[src/rtl/cmp_sched_pkg.sv]
// Shared types and sizing helpers for the time-multiplexed compare scheduler.
package cmp_sched_pkg;

  typedef enum logic [1:0] {
    IDLE = 2'd0,
    CMP  = 2'd1,
    DONE = 2'd2
  } state_e;

  // Bit width able to index n items, never less than one bit.
  function automatic int min1_clog2(input int n);
    return (n <= 1) ? 1 : $clog2(n);
  endfunction

  localparam int DEF_WIDTH = 8;
  localparam int DEF_NREQ  = 4;
  localparam int ID_W      = min1_clog2(DEF_NREQ);
  localparam int CNT_W     = min1_clog2(DEF_WIDTH);

endpackage

[src/rtl/rr_arbiter.sv]
// Combinational round-robin pick: first set request at or above ptr, wrapping.
module rr_arbiter
  import cmp_sched_pkg::*;
#(
  parameter  int NREQ = 4,
  localparam int IW   = min1_clog2(NREQ)
) (
  input  logic [NREQ-1:0] req,
  input  logic [IW-1:0]   ptr,
  output logic [NREQ-1:0] gnt,
  output logic [IW-1:0]   idx
);

  logic found;

  always_comb begin
    gnt   = '0;
    idx   = '0;
    found = 1'b0;
    for (int off = 0; off < NREQ; off++) begin
      if (!found && req[(int'(ptr) + off) % NREQ]) begin
        found = 1'b1;
        gnt[(int'(ptr) + off) % NREQ] = 1'b1;
        idx = IW'((int'(ptr) + off) % NREQ);
      end
    end
  end

endmodule

[src/rtl/cmp_scheduler.sv]
// One serial MSB-first magnitude comparator shared round-robin among NREQ requesters.
module cmp_scheduler
  import cmp_sched_pkg::*;
#(
  parameter  int WIDTH    = 8,
  parameter  int NREQ     = 4,
  localparam int ID_BITS  = min1_clog2(NREQ),
  localparam int CNT_BITS = min1_clog2(WIDTH)
) (
  input  logic                  clk,
  input  logic                  rst_n,
  input  logic [NREQ-1:0]       req,
  input  logic [NREQ*WIDTH-1:0] op_a,
  input  logic [NREQ*WIDTH-1:0] op_b,
  output logic [NREQ-1:0]       gnt,
  output logic                  busy,
  output logic                  done,
  output logic [ID_BITS-1:0]    done_id,
  output logic                  eq,
  output logic                  gt,
  output logic                  lt
);

  state_e              state_q, state_d;
  logic [WIDTH-1:0]    sa_q, sa_d;
  logic [WIDTH-1:0]    sb_q, sb_d;
  logic [CNT_BITS-1:0] cnt_q, cnt_d;
  logic [ID_BITS-1:0]  id_q, id_d;
  logic [ID_BITS-1:0]  rr_q, rr_d;
  logic [NREQ-1:0]     gnt_q, gnt_d;
  logic [ID_BITS-1:0]  done_id_q, done_id_d;
  logic                eq_q, eq_d;
  logic                gt_q, gt_d;
  logic                lt_q, lt_d;

  logic [NREQ-1:0]     arb_gnt;
  logic [ID_BITS-1:0]  arb_idx;

  rr_arbiter #(
    .NREQ (NREQ)
  ) u_arb (
    .req (req),
    .ptr (rr_q),
    .gnt (arb_gnt),
    .idx (arb_idx)
  );

  always_comb begin
    state_d   = state_q;
    sa_d      = sa_q;
    sb_d      = sb_q;
    cnt_d     = cnt_q;
    id_d      = id_q;
    rr_d      = rr_q;
    gnt_d     = '0;
    done_id_d = done_id_q;
    eq_d      = eq_q;
    gt_d      = gt_q;
    lt_d      = lt_q;

    unique case (state_q)
      IDLE: begin
        if (|req) begin
          sa_d    = op_a[int'(arb_idx)*WIDTH +: WIDTH];
          sb_d    = op_b[int'(arb_idx)*WIDTH +: WIDTH];
          id_d    = arb_idx;
          gnt_d   = arb_gnt;
          cnt_d   = '0;
          rr_d    = (arb_idx == ID_BITS'(NREQ - 1)) ? '0 : arb_idx + 1'b1;
          state_d = CMP;
        end
      end

      // The first differing bit from the MSB decides the result; equal bits just shift.
      CMP: begin
        if (sa_q[WIDTH-1] != sb_q[WIDTH-1]) begin
          gt_d      = sa_q[WIDTH-1];
          lt_d      = sb_q[WIDTH-1];
          eq_d      = 1'b0;
          done_id_d = id_q;
          state_d   = DONE;
        end else if (cnt_q == CNT_BITS'(WIDTH - 1)) begin
          eq_d      = 1'b1;
          gt_d      = 1'b0;
          lt_d      = 1'b0;
          done_id_d = id_q;
          state_d   = DONE;
        end else begin
          sa_d  = sa_q << 1;
          sb_d  = sb_q << 1;
          cnt_d = cnt_q + 1'b1;
        end
      end

      DONE: state_d = IDLE;

      default: state_d = IDLE;
    endcase
  end

  always_ff @(posedge clk or negedge rst_n) begin
    if (!rst_n) begin
      state_q   <= IDLE;
      sa_q      <= '0;
      sb_q      <= '0;
      cnt_q     <= '0;
      id_q      <= '0;
      rr_q      <= '0;
      gnt_q     <= '0;
      done_id_q <= '0;
      eq_q      <= 1'b0;
      gt_q      <= 1'b0;
      lt_q      <= 1'b0;
    end else begin
      state_q   <= state_d;
      sa_q      <= sa_d;
      sb_q      <= sb_d;
      cnt_q     <= cnt_d;
      id_q      <= id_d;
      rr_q      <= rr_d;
      gnt_q     <= gnt_d;
      done_id_q <= done_id_d;
      eq_q      <= eq_d;
      gt_q      <= gt_d;
      lt_q      <= lt_d;
    end
  end

  assign gnt     = gnt_q;
  assign busy    = (state_q == CMP) || (state_q == DONE);
  assign done    = (state_q == DONE);
  assign done_id = done_id_q;
  assign eq      = eq_q;
  assign gt      = gt_q;
  assign lt      = lt_q;

endmodule

[config.mk]
export PLATFORM = sky130hd
export DESIGN_NAME = cmp_scheduler
export DESIGN_NICKNAME = d
export VERILOG_FILES = /design/src/rtl/cmp_sched_pkg.sv /design/src/rtl/rr_arbiter.sv /design/src/rtl/cmp_scheduler.sv
export SDC_FILE = /design/constraint.sdc
export NUM_CORES = 1
export LEC_CHECK = 0
export ABC_CLOCK_PERIOD_IN_PS = 4400
export BUFFER_PORTS_ARGS = -buffer_cell sky130_fd_sc_hd__buf_2
export CAP_MARGIN = 20
export CORE_MARGIN = 2
export CORE_UTILIZATION = 52
export DETAILED_ROUTE_END_ITERATION = 10
export GPL_ROUTABILITY_DRIVEN = 0
export HOLD_SLACK_MARGIN = 0.05
export PLACE_DENSITY = 0.91
export RECOVER_POWER = 50
export SKIP_LAST_GASP = 1
export SYNTH_ARGS = -nofsm -noshare
export SYNTH_HDL_FRONTEND = slang
export SYNTH_HIERARCHICAL = 1
export SYNTH_SLANG_ARGS = --single-unit
export TNS_END_PERCENT = 10
[constraint.sdc]
create_clock -name clk -period 4.4 [get_ports clk]
set_input_delay 0.22 -clock clk [delete_from_list [all_inputs] [get_ports clk]]
set_output_delay 0.22 -clock clk [all_outputs]
set_load 0.1 [all_outputs]
==> flow_summary.json <==
{
  "die-area_sq_mm": 0.00553,
  "p_switching_mw": 1.22,
  "drv_slew": 35,
  "grt_first_pass_wirelength_mm": 8.42,
  "synth_edf_count": 0,
  "grt_antenna_before_repair": 0,
  "worst_slew_pin_slew_ns": 1.78,
  "fin_setup_tns_ns": 0,
  "cts.path.max_buffers": 2,
  "synth_nets": 284,
  "finClkSkew_ns": 0.00921,
  "viasPerCell": 5.62,
  "die_width_um": 74.4,
  "synthesis.area_sq_mm": 0.00257,
  "synth_cells": 200,
  "r2r-end": "sa_q[5]",
  "grtUsageTotal": 0.206,
  "irDropWorstVdd_v": 0.000454,
  "p_comb_frac": 0.699,
  "crit_end": "sa_q[5]",
  "antenna_cells": 0,
  "timing.rr.start": "rr_q[1]",
  "pin_count": 81,
  "grt-ovfl-total": 0,
  "finalNetCount": 360,
  "finalPower_mw": 2.69,
  "p_int_mw": 1.47,
  "worstSetupPathType": "reg2reg",
  "worstSetupEndpointType": "register",
  "grt_pass1_vias": 1824,
  "leakage_nw": 1.45,
  "final_core_util": 0.644,
  "ys_ff_latch": 34,
  "post_drt_wl_per_cell_um": 15.7,
  "drc": 0,
  "critPathArrivalTime_ns": 3.82,
  "holdCritPathClass": "in2reg",
  "fmax_mhz": 276,
  "synth.distinct_cells": 42,
  "cap_violations": 1,
  "coreArea_sq_mm": 0.00475,
  "place_inst": 335,
  "holdBufCountCts": 1,
  "routed_wl_mm": 5.40,
  "power_density_mw_per_mm2": 879,
  "async_flop_share": 1.00,
  "fin_cells": 344,
  "grt_max_degree": 35,
  "violations": "capacitance limit, slew limit",
  "status": "finished, violations left",
  "yosys_warnings": 6,
  "cp-start-kind": "register",
  "crit_start": "rr_q[1]",
  "layout_min_cycle_time_ns": 3.63,
  "root_buffer": "clkbuf_8",
  "swShare": 0.455,
  "syn2layout_area_growth_pct": 19.1,
  "yosys_most_used_dff": "dfrtp_1",
  "drive_above_1_share": 0.484,
  "crit_required_ns": 4.59,
  "htree_levels": 2,
  "start_util": 0.541,
  "ys_seq_area_frac": 0.331,
  "r2r_slack_ns": 0.77,
  "rows": 25,
  "avgSynthCellArea_sq_um": 12.9,
  "cts_buffers": 5,
  "drtPass1Iterations": 5,
  "cts_sinks": 34,
  "pwr-share-seq": 0.209,
  "hold_viol": 0,
  "die_y_um": 74.4,
  "p_clk_frac": 0.091,
  "num_vias": 1934,
  "clk_latency_ns": 0.30,
  "finalHoldWorstSlack_ns": 0.364,
  "drtAntennaViolNets": 0,
  "setup_viol": 0,
  "rr_worst_depth": 9,
  "cp_max_fo": 18,
  "detailed_place_hpwl_mm": 3.98,
  "port_buffers": 80,
  "slew_headroom": -0.188,
  "cts.clk_slew.worst_paths_ns": 0.07,
  "rsz0062_at_grt": "no",
  "tritoncts": "done",
  "cts_resized": 0,
  "post-cts-setup-buffer-count": 0,
  "fin_crit_sh": 0.825,
  "drt-initial-drc-count": 119
}
[power groups by stage]
stage / Clock, mW / Sequential (mW) / Combinational [mW]
after floorplan: 0 / 0.774 / 1.42
after global placement: 0 / 0.556 / 1.81
after detailed placement: 0 / 0.566 / 1.88
after CTS: 0.250 / 0.561 / 1.89
after global routing: 0.261 / 0.580 / 2.03
final: 0.246 / 0.563 / 1.88
[state kept, by name (all words and copies together) (netlist names)]
signal / count
sa_q: 8
sb_q: 8
gnt: 4
cnt_q: 3
done_id: 2
id_q: 2
rr_q: 2
state_q: 2
eq: 1
gt: 1
lt: 1
[worst min-delay path by stage]
stage / cells past startpoint / start / endpoint / slack (ns)
after floorplan: 0 / rst_n / cnt_q[0] / -0.08
after global placement: 1 / rst_n / gt / 0.32
after detailed placement: 1 / rst_n / sa_q[6] / 0.32
after CTS: 3 / op_a[0] / sa_q[0] / 0.36
after global routing: 3 / op_a[24] / sa_q[0] / 0.38
final: 3 / op_a[0] / sa_q[0] / 0.36
[layout by cell type, fill, tap and decap left out, types with 4 or more instances in the layout]
| cell | instances |
|---|---|
| inv_1 | 8 |
| a22o_1 | 6 |
| nand2_1 | 11 |
| mux2_2 | 29 |
| mux4_2 | 7 |
| and2_1 | 4 |
| a221o_2 | 4 |
| ha_1 | 14 |
| buf_2 | 74 |
| clkbuf_1 | 7 |
| mux2i_1 | 6 |
| mux2_4 | 4 |
| a21oi_1 | 6 |
| mux4_1 | 12 |
| o21ai_0 | 9 |
| dfrtp_1 | 34 |
| clkbuf_8 | 6 |
| nor2_1 | 4 |
[worst max-delay path, cell delays in order, from the launching register on]
cell	delay, ns
dfrtp_1	0.61
inv_1	0.13
ha_1	0.43
mux4_2	0.40
inv_1	0.11
nand2_1	0.07
a31oi_2	0.80
mux4_2	0.42
mux2_2	0.28
mux2_4	0.26
[routing by layer]
layer	up-vias	wire length, um	track usage
met2	61	2820	0.354
li1	921	-	-
met5	-	0	0
met3	9	301	0.0678
met4	0	76	0.0575
met1	943	2210	0.250
[synthesized netlist by cell type, types with 3 or more instances]
master	n	area share
a21oi_1	6	0.012
a221o_2	4	0.017
a22o_1	6	0.020
and2_1	4	0.0097
buf_2	5	0.0097
buf_6	4	0.017
clkbuf_2	3	0.0058
dfrtp_1	34	0.33
ha_1	14	0.068
inv_1	8	0.012
mux2_2	29	0.13
mux2_4	4	0.023
mux2i_1	6	0.023
mux4_1	12	0.12
mux4_2	7	0.061
nand2_1	11	0.016
nand2b_1	3	0.0073
nor2_1	4	0.0058
o21ai_0	9	0.017
[layout make-up]
| type | count | area (sq um) |
|---|---|---|
| fill | 365 | 1690 |
| tap | 67 | 83.8 |
| timing repair buffer | 84 | 425 |
| clock buffer | 7 | 86.3 |
| sequential | 34 | 851 |
| inverter | 8 | 30.0 |
| clock inverter | 1 | 5.00 |
| multi-input combinational | 143 | 1580 |
[stage by stage]
stage	setup WS, ns	instance area, sq um
final	0.771	3060
after global routing	0.561	3060
after CTS	0.799	3070
after detailed placement	0.806	2970
after global placement	0.943	2970
after floorplan	1.12	2570
[kinds of logic (layout without fill, tap and decap cells)]
kind of cell / after synthesis / in the layout / synth area share
flip-flops: 34 / 34 / 0.331
AND/OR/NAND/NOR: 34 / 34 / 0.0807
multiplexers: 58 / 58 / 0.357
buffers and inverters: 23 / 100 / 0.0569
adder cells (fa/ha/maj): 14 / 14 / 0.0681
AO/OA/AOI/OAI: 37 / 37 / 0.106
No activity file was read; power rests on OpenSTA's default activity.
